File: config.mk
export PLATFORM = sky130hd
export DESIGN_NAME = fpmu_vlp_seq
export DESIGN_NICKNAME = d
export VERILOG_FILES = /design/src/rtl/fpmu_pkg.sv /design/src/rtl/fpmu_wait_cnt.sv /design/src/rtl/fpmu_vlp_seq.sv
export SDC_FILE = /design/constraint.sdc
export NUM_CORES = 1
export LEC_CHECK = 0
export ABC_CLOCK_PERIOD_IN_PS = 2300
export CAP_MARGIN = 25
export CELL_PAD_IN_SITES_DETAIL_PLACEMENT = 1
export CELL_PAD_IN_SITES_GLOBAL_PLACEMENT = 1
export CORE_ASPECT_RATIO = 0.75
export CORE_MARGIN = 2
export CORE_UTILIZATION = 37
export DETAILED_ROUTE_END_ITERATION = 7
export PLACE_DENSITY = 0.73
export SLEW_MARGIN = 20
export SYNTH_ARGS = -nofsm -noshare
export SYNTH_HDL_FRONTEND = slang
export SYNTH_SLANG_ARGS = --single-unit
File: constraint.sdc
create_clock -name fcb_sys_clk -period 2.3 [get_ports fcb_sys_clk]
set_clock_uncertainty 0.2 [all_clocks]
set_input_delay 0.23 -clock fcb_sys_clk [delete_from_list [all_inputs] [get_ports fcb_sys_clk]]
set_output_delay 0.23 -clock fcb_sys_clk [all_outputs]
set_load 0.03 [all_outputs]
File: src/rtl/fpmu_pkg.sv
// fpmu_pkg: shared types and constants for the fabric VLP power sequencer.
//   fpmu_state_e : sequencer state encoding
//   PW_*         : encodings of the power-status field reported to the FRFU
//   pw_sta_of()  : maps a sequencer state to its power-status code
package fpmu_pkg;

    typedef enum logic [2:0] {
        ST_ON     = 3'd0,
        ST_ISO    = 3'd1,
        ST_PDN    = 3'd2,
        ST_OFF    = 3'd3,
        ST_PUP    = 3'd4,
        ST_SETTLE = 3'd5,
        ST_DEISO  = 3'd6
    } fpmu_state_e;

    localparam logic [1:0] PW_ON  = 2'b00;
    localparam logic [1:0] PW_PDN = 2'b01;
    localparam logic [1:0] PW_OFF = 2'b10;
    localparam logic [1:0] PW_PUP = 2'b11;

    function automatic logic [1:0] pw_sta_of(input fpmu_state_e s);
        logic [1:0] sta;
        case (s)
            ST_ON:                        sta = PW_ON;
            ST_ISO, ST_PDN:               sta = PW_PDN;
            ST_OFF:                       sta = PW_OFF;
            ST_PUP, ST_SETTLE, ST_DEISO:  sta = PW_PUP;
            default:                      sta = PW_ON;
        endcase
        return sta;
    endfunction

endpackage

File: src/rtl/fpmu_wait_cnt.sv
// fpmu_wait_cnt: 8-bit loadable down-counter with zero flag, shared by the
// isolation-settle and power-settle phases.
//   fcb_sys_clk, fcb_sys_rst_n : clock, asynchronous active-low reset
//   i_load, i_load_val         : load the counter (has priority over i_dec)
//   i_dec                      : decrement by one, holding at zero
//   o_zero                     : counter currently reads zero
module fpmu_wait_cnt
    import fpmu_pkg::*;
(
    input  logic       fcb_sys_clk,
    input  logic       fcb_sys_rst_n,
    input  logic       i_load,
    input  logic [7:0] i_load_val,
    input  logic       i_dec,
    output logic       o_zero
);

    logic [7:0] r_cnt;

    always_ff @(posedge fcb_sys_clk or negedge fcb_sys_rst_n) begin
        if (!fcb_sys_rst_n) begin
            r_cnt <= 8'd0;
        end else if (i_load) begin
            r_cnt <= i_load_val;
        end else if (i_dec && (r_cnt != 8'd0)) begin
            r_cnt <= r_cnt - 8'd1;
        end
    end

    assign o_zero = (r_cnt == 8'd0);

endmodule

File: src/rtl/fpmu_vlp_seq.sv
// fpmu_vlp_seq: fabric VLP power sequencer. Drives isolation, power switch and
// fabric reset in a fixed order on power-down / wake-up requests, clears the
// requesting register bit when done and reports busy to the MIC.
//   frfu_fpmu_pmu_chip_vlp_en / _wu_en : request levels from FRFU registers
//   frfu_fpmu_iso_wait / _pwr_wait     : settle times (phase = value+1 cycles)
//   fpmu_fb_pwr_ack                    : synchronized power-switch status
//   fpmu_fb_pwr_en/_iso_n/_rst_n       : fabric power controls (registered)
//   fpmu_fmic_pmu_busy                 : sequence in progress
//   fpmu_frfu_clr_*                    : one-cycle request clear pulses
//   fpmu_frfu_pw_sta                   : power status code
//   fpmu_frfu_ack_tout                 : one-cycle pulse on ack timeout
module fpmu_vlp_seq
    import fpmu_pkg::*;
#(
    parameter int PAR_TOUT_W = 10
) (
    input  logic       fcb_sys_clk,
    input  logic       fcb_sys_rst_n,
    input  logic       frfu_fpmu_pmu_chip_vlp_en,
    input  logic       frfu_fpmu_pmu_chip_wu_en,
    input  logic [3:0] frfu_fpmu_iso_wait,
    input  logic [7:0] frfu_fpmu_pwr_wait,
    input  logic       fpmu_fb_pwr_ack,
    output logic       fpmu_fb_pwr_en,
    output logic       fpmu_fb_iso_n,
    output logic       fpmu_fb_rst_n,
    output logic       fpmu_fmic_pmu_busy,
    output logic       fpmu_frfu_clr_pmu_chip_vlp_en,
    output logic       fpmu_frfu_clr_pmu_chip_wu_en,
    output logic [1:0] fpmu_frfu_pw_sta,
    output logic       fpmu_frfu_ack_tout
);

    // Counter value seen on the edge before the (2^W-1)th waiting edge.
    localparam logic [PAR_TOUT_W-1:0] TOUT_LAST = {{(PAR_TOUT_W-1){1'b1}}, 1'b0};

    fpmu_state_e           r_state, w_state_nxt;
    logic [PAR_TOUT_W-1:0] r_tout_cnt;
    logic                  r_pwr_en, r_iso_n, r_rst_n, r_busy;
    logic                  r_clr_vlp, r_clr_wu, r_ack_tout;
    logic [1:0]            r_pw_sta;

    logic       w_pwr_en_nxt, w_iso_n_nxt, w_rst_n_nxt;
    logic       w_clr_vlp_nxt, w_clr_wu_nxt, w_ack_tout_nxt;
    logic       w_tout_clr, w_tout_inc, w_tout_hit;
    logic       w_cnt_load, w_cnt_dec, w_cnt_zero;
    logic [7:0] w_cnt_val;

    fpmu_wait_cnt u_wait_cnt (
        .fcb_sys_clk   (fcb_sys_clk),
        .fcb_sys_rst_n (fcb_sys_rst_n),
        .i_load        (w_cnt_load),
        .i_load_val    (w_cnt_val),
        .i_dec         (w_cnt_dec),
        .o_zero        (w_cnt_zero)
    );

    assign w_tout_hit = (r_tout_cnt == TOUT_LAST);

    always_comb begin
        w_state_nxt    = r_state;
        w_pwr_en_nxt   = r_pwr_en;
        w_iso_n_nxt    = r_iso_n;
        w_rst_n_nxt    = r_rst_n;
        w_clr_vlp_nxt  = 1'b0;
        w_clr_wu_nxt   = 1'b0;
        w_ack_tout_nxt = 1'b0;
        w_tout_clr     = 1'b0;
        w_tout_inc     = 1'b0;
        w_cnt_load     = 1'b0;
        w_cnt_dec      = 1'b0;
        w_cnt_val      = {4'd0, frfu_fpmu_iso_wait};
        case (r_state)
            ST_ON: begin
                // Power-down wins; a simultaneous wake request stays set and
                // is served from OFF, giving a full round trip.
                if (frfu_fpmu_pmu_chip_vlp_en) begin
                    w_state_nxt = ST_ISO;
                    w_iso_n_nxt = 1'b0;
                    w_cnt_load  = 1'b1;
                end else if (frfu_fpmu_pmu_chip_wu_en) begin
                    w_clr_wu_nxt = 1'b1;
                end
            end
            ST_ISO: begin
                w_cnt_dec = 1'b1;
                if (w_cnt_zero) begin
                    w_state_nxt  = ST_PDN;
                    w_pwr_en_nxt = 1'b0;
                    w_rst_n_nxt  = 1'b0;
                    w_tout_clr   = 1'b1;
                end
            end
            ST_PDN: begin
                w_tout_inc = 1'b1;
                if (!fpmu_fb_pwr_ack || w_tout_hit) begin
                    w_state_nxt    = ST_OFF;
                    w_clr_vlp_nxt  = 1'b1;
                    w_ack_tout_nxt = fpmu_fb_pwr_ack;
                end
            end
            ST_OFF: begin
                if (frfu_fpmu_pmu_chip_wu_en) begin
                    w_state_nxt  = ST_PUP;
                    w_pwr_en_nxt = 1'b1;
                    w_tout_clr   = 1'b1;
                end else if (frfu_fpmu_pmu_chip_vlp_en) begin
                    w_clr_vlp_nxt = 1'b1;
                end
            end
            ST_PUP: begin
                w_tout_inc = 1'b1;
                w_cnt_val  = frfu_fpmu_pwr_wait;
                if (fpmu_fb_pwr_ack || w_tout_hit) begin
                    w_state_nxt    = ST_SETTLE;
                    w_cnt_load     = 1'b1;
                    w_ack_tout_nxt = !fpmu_fb_pwr_ack;
                end
            end
            ST_SETTLE: begin
                w_cnt_dec = 1'b1;
                if (w_cnt_zero) begin
                    w_state_nxt = ST_DEISO;
                    w_iso_n_nxt = 1'b1;
                    w_cnt_load  = 1'b1;
                end
            end
            ST_DEISO: begin
                w_cnt_dec = 1'b1;
                if (w_cnt_zero) begin
                    w_state_nxt  = ST_ON;
                    w_rst_n_nxt  = 1'b1;
                    w_clr_wu_nxt = 1'b1;
                end
            end
            default: begin
                w_state_nxt = ST_ON;
            end
        endcase
    end

    always_ff @(posedge fcb_sys_clk or negedge fcb_sys_rst_n) begin
        if (!fcb_sys_rst_n) begin
            r_state    <= ST_ON;
            r_tout_cnt <= '0;
            r_pwr_en   <= 1'b1;
            r_iso_n    <= 1'b1;
            r_rst_n    <= 1'b1;
            r_busy     <= 1'b0;
            r_clr_vlp  <= 1'b0;
            r_clr_wu   <= 1'b0;
            r_ack_tout <= 1'b0;
            r_pw_sta   <= PW_ON;
        end else begin
            r_state    <= w_state_nxt;
            if (w_tout_clr) begin
                r_tout_cnt <= '0;
            end else if (w_tout_inc) begin
                r_tout_cnt <= r_tout_cnt + 1'b1;
            end
            r_pwr_en   <= w_pwr_en_nxt;
            r_iso_n    <= w_iso_n_nxt;
            r_rst_n    <= w_rst_n_nxt;
            // Status outputs are decoded from the next state so they switch
            // on the same edge as the transition itself.
            r_busy     <= (w_state_nxt != ST_ON) && (w_state_nxt != ST_OFF);
            r_clr_vlp  <= w_clr_vlp_nxt;
            r_clr_wu   <= w_clr_wu_nxt;
            r_ack_tout <= w_ack_tout_nxt;
            r_pw_sta   <= pw_sta_of(w_state_nxt);
        end
    end

    assign fpmu_fb_pwr_en                = r_pwr_en;
    assign fpmu_fb_iso_n                 = r_iso_n;
    assign fpmu_fb_rst_n                 = r_rst_n;
    assign fpmu_fmic_pmu_busy            = r_busy;
    assign fpmu_frfu_clr_pmu_chip_vlp_en = r_clr_vlp;
    assign fpmu_frfu_clr_pmu_chip_wu_en  = r_clr_wu;
    assign fpmu_frfu_pw_sta              = r_pw_sta;
    assign fpmu_frfu_ack_tout            = r_ack_tout;

endmodule

==> impl_metrics.yaml, run 1 <==
status:
  status: "finished, final reports clean"
synth:
  yosysSeqAreaShare_pct: 44.3
  yosysUniqueCellTypes: 41
  yosys_warnings: 0
  synth_top_area_share_pct: 39.6
  yosys.area.top_type: "dfrtp_1"
  synth.area.top_cells: "dfrtp_1 (40%), dfstp_2 (4.6%), xor2_1 (4.6%)"
  syn_avg_cell_area_um2: 9.31
  synth_nets: 203
  syn_inst: 183
  synth_area_um2: 1700
  async_flop_share_pct: 100
  yosysMostFrequentCell: "dfrtp_1"
  ys_ff_latch: 30
  synthFlopType: "dfrtp_1"
  synth_common_cells: "dfrtp_1 (27), nor2_1 (20), nand2_1 (19)"
  synth_edf_count: 0
cells_and_area:
  fin_nets: 240
  antennaDiodeCount: 0
  drive_above_1_share_pct: 16.3
  syn_to_final_growth_pct: 31.9
clock_network:
  clock_latency_ns: 0.29
  clockRootBuffer: "clkbuf_8"
  cts_tree: "built"
  numCtsBuffers: 5
  h-tree-depth: 2
  clk_path_buf_depth: 2
  cts_setup_buffers: 0
  path_clk_slew_ns: 0.07
  cts.sink_count: 30
global_routing:
  grt_pass1_vias: 1568
  grt_max_degree: 31
  grt_pass1_wl_um: 7780
  grt_most_used_layer: "met1"
  track_usage_pct: 20.2
  antenna_found_initial: 0
  gr-total-overflow: 0
  use_met3_pct: 4.34
  grtUsageMet2_pct: 27.3
  use_met1_pct: 31.1
detailed_routing:
  drt_pass1_iterations: 4
  drc_errors: 0
  drtIter0Drc: 115
  viasPerCell: 5.48
  totalWireLength_um: 4660
  num_vias: 1523
  drtAntennaViolNets: 0
  detail_route.wl_per_cell_um: 16.8
power_and_ir_drop:
  ir_worst_vdd_mv: 0.540
  power_leakage_uw: 0.000937
  p_per_area_nw_per_um2: 1200
worst_setup_path:
  end_kind: "flop"
  path_max_fanout: 4
  rr_worst_depth: 7
  rr_startpoint: "u_wait_cnt.r_cnt[1]"
  critPathKind: "flop to flop"
  cp-start-kind: "flop"
  crit_required_ns: 2.32
  rrSetupSlack_ns: 0.13
  reg2reg_to: "fpmu_fmic_pmu_busy"
  arrival_ns: 2.19
timing:
  max_freq_mhz: 461
  whs_ns: 0.129
  setup_viol: 0
  max_slew_margin_pct: 57.6
  worstMarginPinSlew_ns: 0.626
  drv_slew: 0
  fin_crit_ns: 2.17
  finalHoldViolCount: 0
  fin_tns_setup_ns: 0
  finalCritPeriodShare_pct: 94.4
placed_design:
  dp_hpwl_um: 3380
  place.gp.congestion: 0.813
  portBuffers: 25
floorplanning:
  die_y_um: 62.8
  ios: 26
  start_util_pct: 38.4
  die_w_um: 82.4
  coreArea_um2: 4440
  num_rows: 21
  die-area_um2: 5170
worst_hold_path:
  min-delay-path-class: "input port to async pin"
run:
  cap_viol_max_count: 0
[per-stage QoR]
stage          power [µW]  util [%]  cells  cell area [µm²]  setup WS (ns)
2_1_floorplan        1680         -    183             1700          0.125
3_3_place_gp         2030      47.0    270             2090          0.104
3_5_place_dp         2100      47.0    270             2090        -0.0955
4_1_cts              2670      49.8    278             2210         0.0283
5_1_grt              2910      50.6    278             2250        -0.0121
6_report             2710      50.6    278             2250          0.129
[per-layer routing]
layer | vias to the layer above | wire length [µm]
li1 | 723 | -
met1 | 765 | 2340
met2 | 27 | 2040
met3 | 8 | 201
met4 | 0 | 76
met5 | - | 0
[state kept, by name, indices dropped and copies added, names as in the netlist]
register	cells
fpmu_fb_iso_n	1
fpmu_fb_pwr_en	1
fpmu_fb_rst_n	1
fpmu_fmic_pmu_busy	1
fpmu_frfu_ack_tout	1
fpmu_frfu_clr_pmu_chip_vlp_en	1
fpmu_frfu_clr_pmu_chip_wu_en	1
fpmu_frfu_pw_sta	2
r_state	3
r_tout_cnt	10
u_wait_cnt.r_cnt	8
[report_power, final]
part / switching [µW] / internal, µW / leakage, µW
clock: 207 / 324 / 0.0000524
combinational: 705 / 553 / 0.000521
sequential: 209 / 709 / 0.000364
[timing repair]
item / 4_1_cts / 5_1_grt
hold endpoints to repair: 0 / 0
hold buffers: 0 / 0
resized for setup: 4 / 7
endpoints found under the setup margin: 4 / 23
[worst max-delay path by stage]
stage,from,to,slack [ns],cells past startpoint
finish,u_wait_cnt.r_cnt[1],fpmu_fmic_pmu_busy,0.13,7
global route,u_wait_cnt.r_cnt[1],fpmu_fmic_pmu_busy,-0.01,7
CTS,u_wait_cnt.r_cnt[1],fpmu_fmic_pmu_busy,0.03,7
detailed placement,u_wait_cnt.r_cnt[1],fpmu_fmic_pmu_busy,-0.1,7
global placement,u_wait_cnt.r_cnt[1],fpmu_frfu_pw_sta[0],0.10,7
floorplan,u_wait_cnt.r_cnt[0],fpmu_fmic_pmu_busy,0.12,7
[critical path: stages (launching register included)]
cell,delay (ns)
dfrtp_1,0.42
inv_1,0.10
ha_1,0.19
nor3b_2,0.25
nand2_1,0.19
o211ai_1,0.23
and3_1,0.31
mux2i_1,0.21
[cell usage in the layout, fill, tap and decap left out, types with 2 or more instances in the layout]
cell type and instances:
mux2_2 5, nand2b_1 2, clkdlybuf4s50_1 25, o211ai_1 2, nand4_1 5, nor3_1 2
and3_1 2, buf_4 12, nand3b_1 2, clkbuf_8 5, dfstp_2 3, nor2b_1 3
xnor2_1 3, nor2_2 2, nor2_1 18, inv_1 9, o21ai_0 11, and2_1 2
mux2i_1 7, a31oi_1 2, o311ai_4 2, and4_1 3, nand2_1 19, dfrtp_1 27
xor2_1 9, nand3_1 12, clkbuf_1 2, a21oi_1 4, ha_1 3
[cell families after synthesis]
kind of cell | count (synthesis) | synth area share, %
simple gates | 78 | 23.5
compound gates | 32 | 12.8
flops | 30 | 44.3
xor+xnor | 12 | 6.17
fa+ha+maj | 3 | 2.20
buf+inv | 16 | 3.60
mux | 12 | 7.42
[cell type report]
class                      instances  area, µm²
clock inverter                     1       30.0
clock buffer                       7       76.3
tap                               57       71.3
multi-input combinational        137        942
timing repair buffer              37        340
inverter                           9       33.8
fill                             520       2190
sequential                        30        754
Power figures use the tool's default switching activity.
==> run 2: changes to the inputs <==
--- a/config.mk
+++ b/config.mk
@@ -5,15 +5,15 @@
 export SDC_FILE = /design/constraint.sdc
 export NUM_CORES = 1
 export LEC_CHECK = 0
-export ABC_CLOCK_PERIOD_IN_PS = 2300
+export ABC_CLOCK_PERIOD_IN_PS = 2500
 export CAP_MARGIN = 25
 export CELL_PAD_IN_SITES_DETAIL_PLACEMENT = 1
 export CELL_PAD_IN_SITES_GLOBAL_PLACEMENT = 1
 export CORE_ASPECT_RATIO = 0.75
 export CORE_MARGIN = 2
-export CORE_UTILIZATION = 37
+export CORE_UTILIZATION = 44
 export DETAILED_ROUTE_END_ITERATION = 7
-export PLACE_DENSITY = 0.73
+export PLACE_DENSITY = 0.81
 export SLEW_MARGIN = 20
 export SYNTH_ARGS = -nofsm -noshare
 export SYNTH_HDL_FRONTEND = slang
==> constraint.sdc (replaced) <==
create_clock -name fcb_sys_clk -period 2.5 [get_ports fcb_sys_clk]
set_clock_uncertainty 0.2 [all_clocks]
set_input_delay 0.25 -clock fcb_sys_clk [delete_from_list [all_inputs] [get_ports fcb_sys_clk]]
set_output_delay 0.25 -clock fcb_sys_clk [all_outputs]
set_load 0.03 [all_outputs]
==> run 2 against run 1 <==
Effect of this change: critical path depth is 2 lower; final area decreased by 2.7%; via count down 0.53%; wire length grew 1.1%; hold slack gained 0.025 ns; total power decreased by 10%; sequential cell count unchanged; critical endpoint is now u_wait_cnt.r_cnt[0].
==> impl_metrics.yaml, run 2 (same netlist as run 1, synthesis figures left out) <==
run:
  cap_viol_max_count: 0
placed_design:
  dp_hpwl_um: 3470
  portBuffers: 25
  place_ws_ns: 0.0142
  place.gp.congestion: 0.802
  placedCellCount: 260
cells_and_area:
  antennaDiodeCount: 0
  multiInputGateArea_um2: 922
  fillers: 418
  layout_commonest_cell: "dfrtp_1"
  syn_to_final_growth_pct: 28.4
  top_regs: "r_tout_cnt: 10 flops, u_wait_cnt.r_cnt: 8 flops, r_state: 3 flops"
  fin_nets: 235
  drive_above_1_share_pct: 15.3
  regMostFlops: "r_tout_cnt"
  largest_reg_flops: 10
  seqCellArea_um2: 754
  final_cells: 268
  final_cell_mix: "dfrtp_1 (27), clkdlybuf4s50_1 (25), nor2_1 (18), nand2_1 (18), nand3_1 (12)"
global_routing:
  grt_pass1_vias: 1592
  grt_max_degree: 31
  gr-total-overflow: 0
  track_usage_pct: 24.2
  antenna_found_initial: 0
  grt_pass1_wl_um: 7920
floorplanning:
  num_rows: 19
  die-area_um2: 4390
  start_util_pct: 46.2
  ios: 26
  die_y_um: 57.9
  coreArea_um2: 3680
  die_w_um: 75.9
worst_setup_path:
  arrival_ns: 2.29
  end_kind: "flop"
  critPathKind: "flop to flop"
  path_max_fanout: 17
  cp-start-kind: "flop"
  crit_required_ns: 2.44
clock_network:
  cts.sink_count: 30
  path_clk_slew_ns: 0.07
  h-tree-depth: 2
  ctsHoldBuffers: 0
  cts_tree: "built"
  numCtsBuffers: 5
  clk_path_buf_depth: 2
  clock_latency_ns: 0.29
  clockRootBuffer: "clkbuf_8"
detailed_routing:
  detail_route.wl_per_cell_um: 17.6
  totalWireLength_um: 4710
  drt_pass1_iterations: 4
  num_vias: 1515
  drtIter0Drc: 106
  drtAntennaViolNets: 0
  drc_errors: 0
  viasPerCell: 5.65
timing:
  finalCritPeriodShare_pct: 94.0
  finalHoldViolCount: 0
  fin_crit_ns: 2.35
  worstMarginPinSlew_ns: 0.615
  rsz0062_at_grt: "no"
  setup_ws_ns: 0.150
  setup_viol: 0
  drv_slew: 0
  max_freq_mhz: 425
  max_slew_margin_pct: 58.9
  fin_tns_setup_ns: 0
  whs_ns: 0.155
power_and_ir_drop:
  total_power_uw: 2430
  p_per_area_nw_per_um2: 1110
  ir_worst_vdd_mv: 0.715
  power_leakage_uw: 0.000915
status:
  status: "finished, final reports clean"
worst_hold_path:
  min-delay-path-class: "input port to async pin"
run 2: timing repair:
item	4_1_cts	5_1_grt
buffers inserted	0	0
pin swaps	0	0
endpoints found under the setup margin	8	16
resized for setup	1	8
run 2: final timing paths:
kind,start,end,slack [ns],cells past startpoint
hold / removal,fcb_sys_rst_n,fpmu_frfu_clr_pmu_chip_wu_en,0.15,2
max in group asynchronous,fcb_sys_rst_n,fpmu_fb_rst_n,1.62,2
setup reg to reg,r_state[0],u_wait_cnt.r_cnt[0],0.15,5
hold reg to reg,fpmu_fb_iso_n,fpmu_fb_iso_n,0.29,2
min in group fcb_sys_clk,fpmu_fb_iso_n,fpmu_fb_iso_n,0.29,2
setup / recovery,r_state[0],u_wait_cnt.r_cnt[0],0.15,5
run 2: layout make-up:
class | count | share of cell area [%]
clock buffers | 8 | 5.03
inverters | 9 | 1.54
multi-input cells | 137 | 42.1
flip-flops and latches | 30 | 34.5
well taps | 52 | 2.97
repair buffers | 32 | 13.8
run 2: power breakdown:
part | switching (µW) | total [µW] | leakage (µW) | internal [µW]
clock network | 185 | 463 | 0.0000575 | 278
registers | 230 | 882 | 0.000364 | 652
logic | 604 | 1080 | 0.000493 | 481
run 2: stage by stage:
stage          utilization, %  cell area (µm²)
3_3_place_gp             55.5             2040
5_1_grt                  59.4             2190
4_1_cts                  58.6             2160
2_1_floorplan               -             1700
6_report                 59.4             2190
3_5_place_dp             55.5             2040
run 2: worst max-delay path, cell delays in order (launching register included):
cell,delay [ns]
dfrtp_1,0.71
inv_1,0.21
o21ai_1,0.52
nand2_1,0.23
xnor2_1,0.22
o21ai_0,0.10
run 2: layer usage:
metal | GRT usage (%) | part of all wire, % | up-vias
met5 | 0 | 0 | -
met4 | 6.52 | 0.91 | 0
met3 | 5.04 | 3.4 | 6
met2 | 35.8 | 46 | 27
met1 | 35.8 | 50 | 770
li1 | - | - | 712
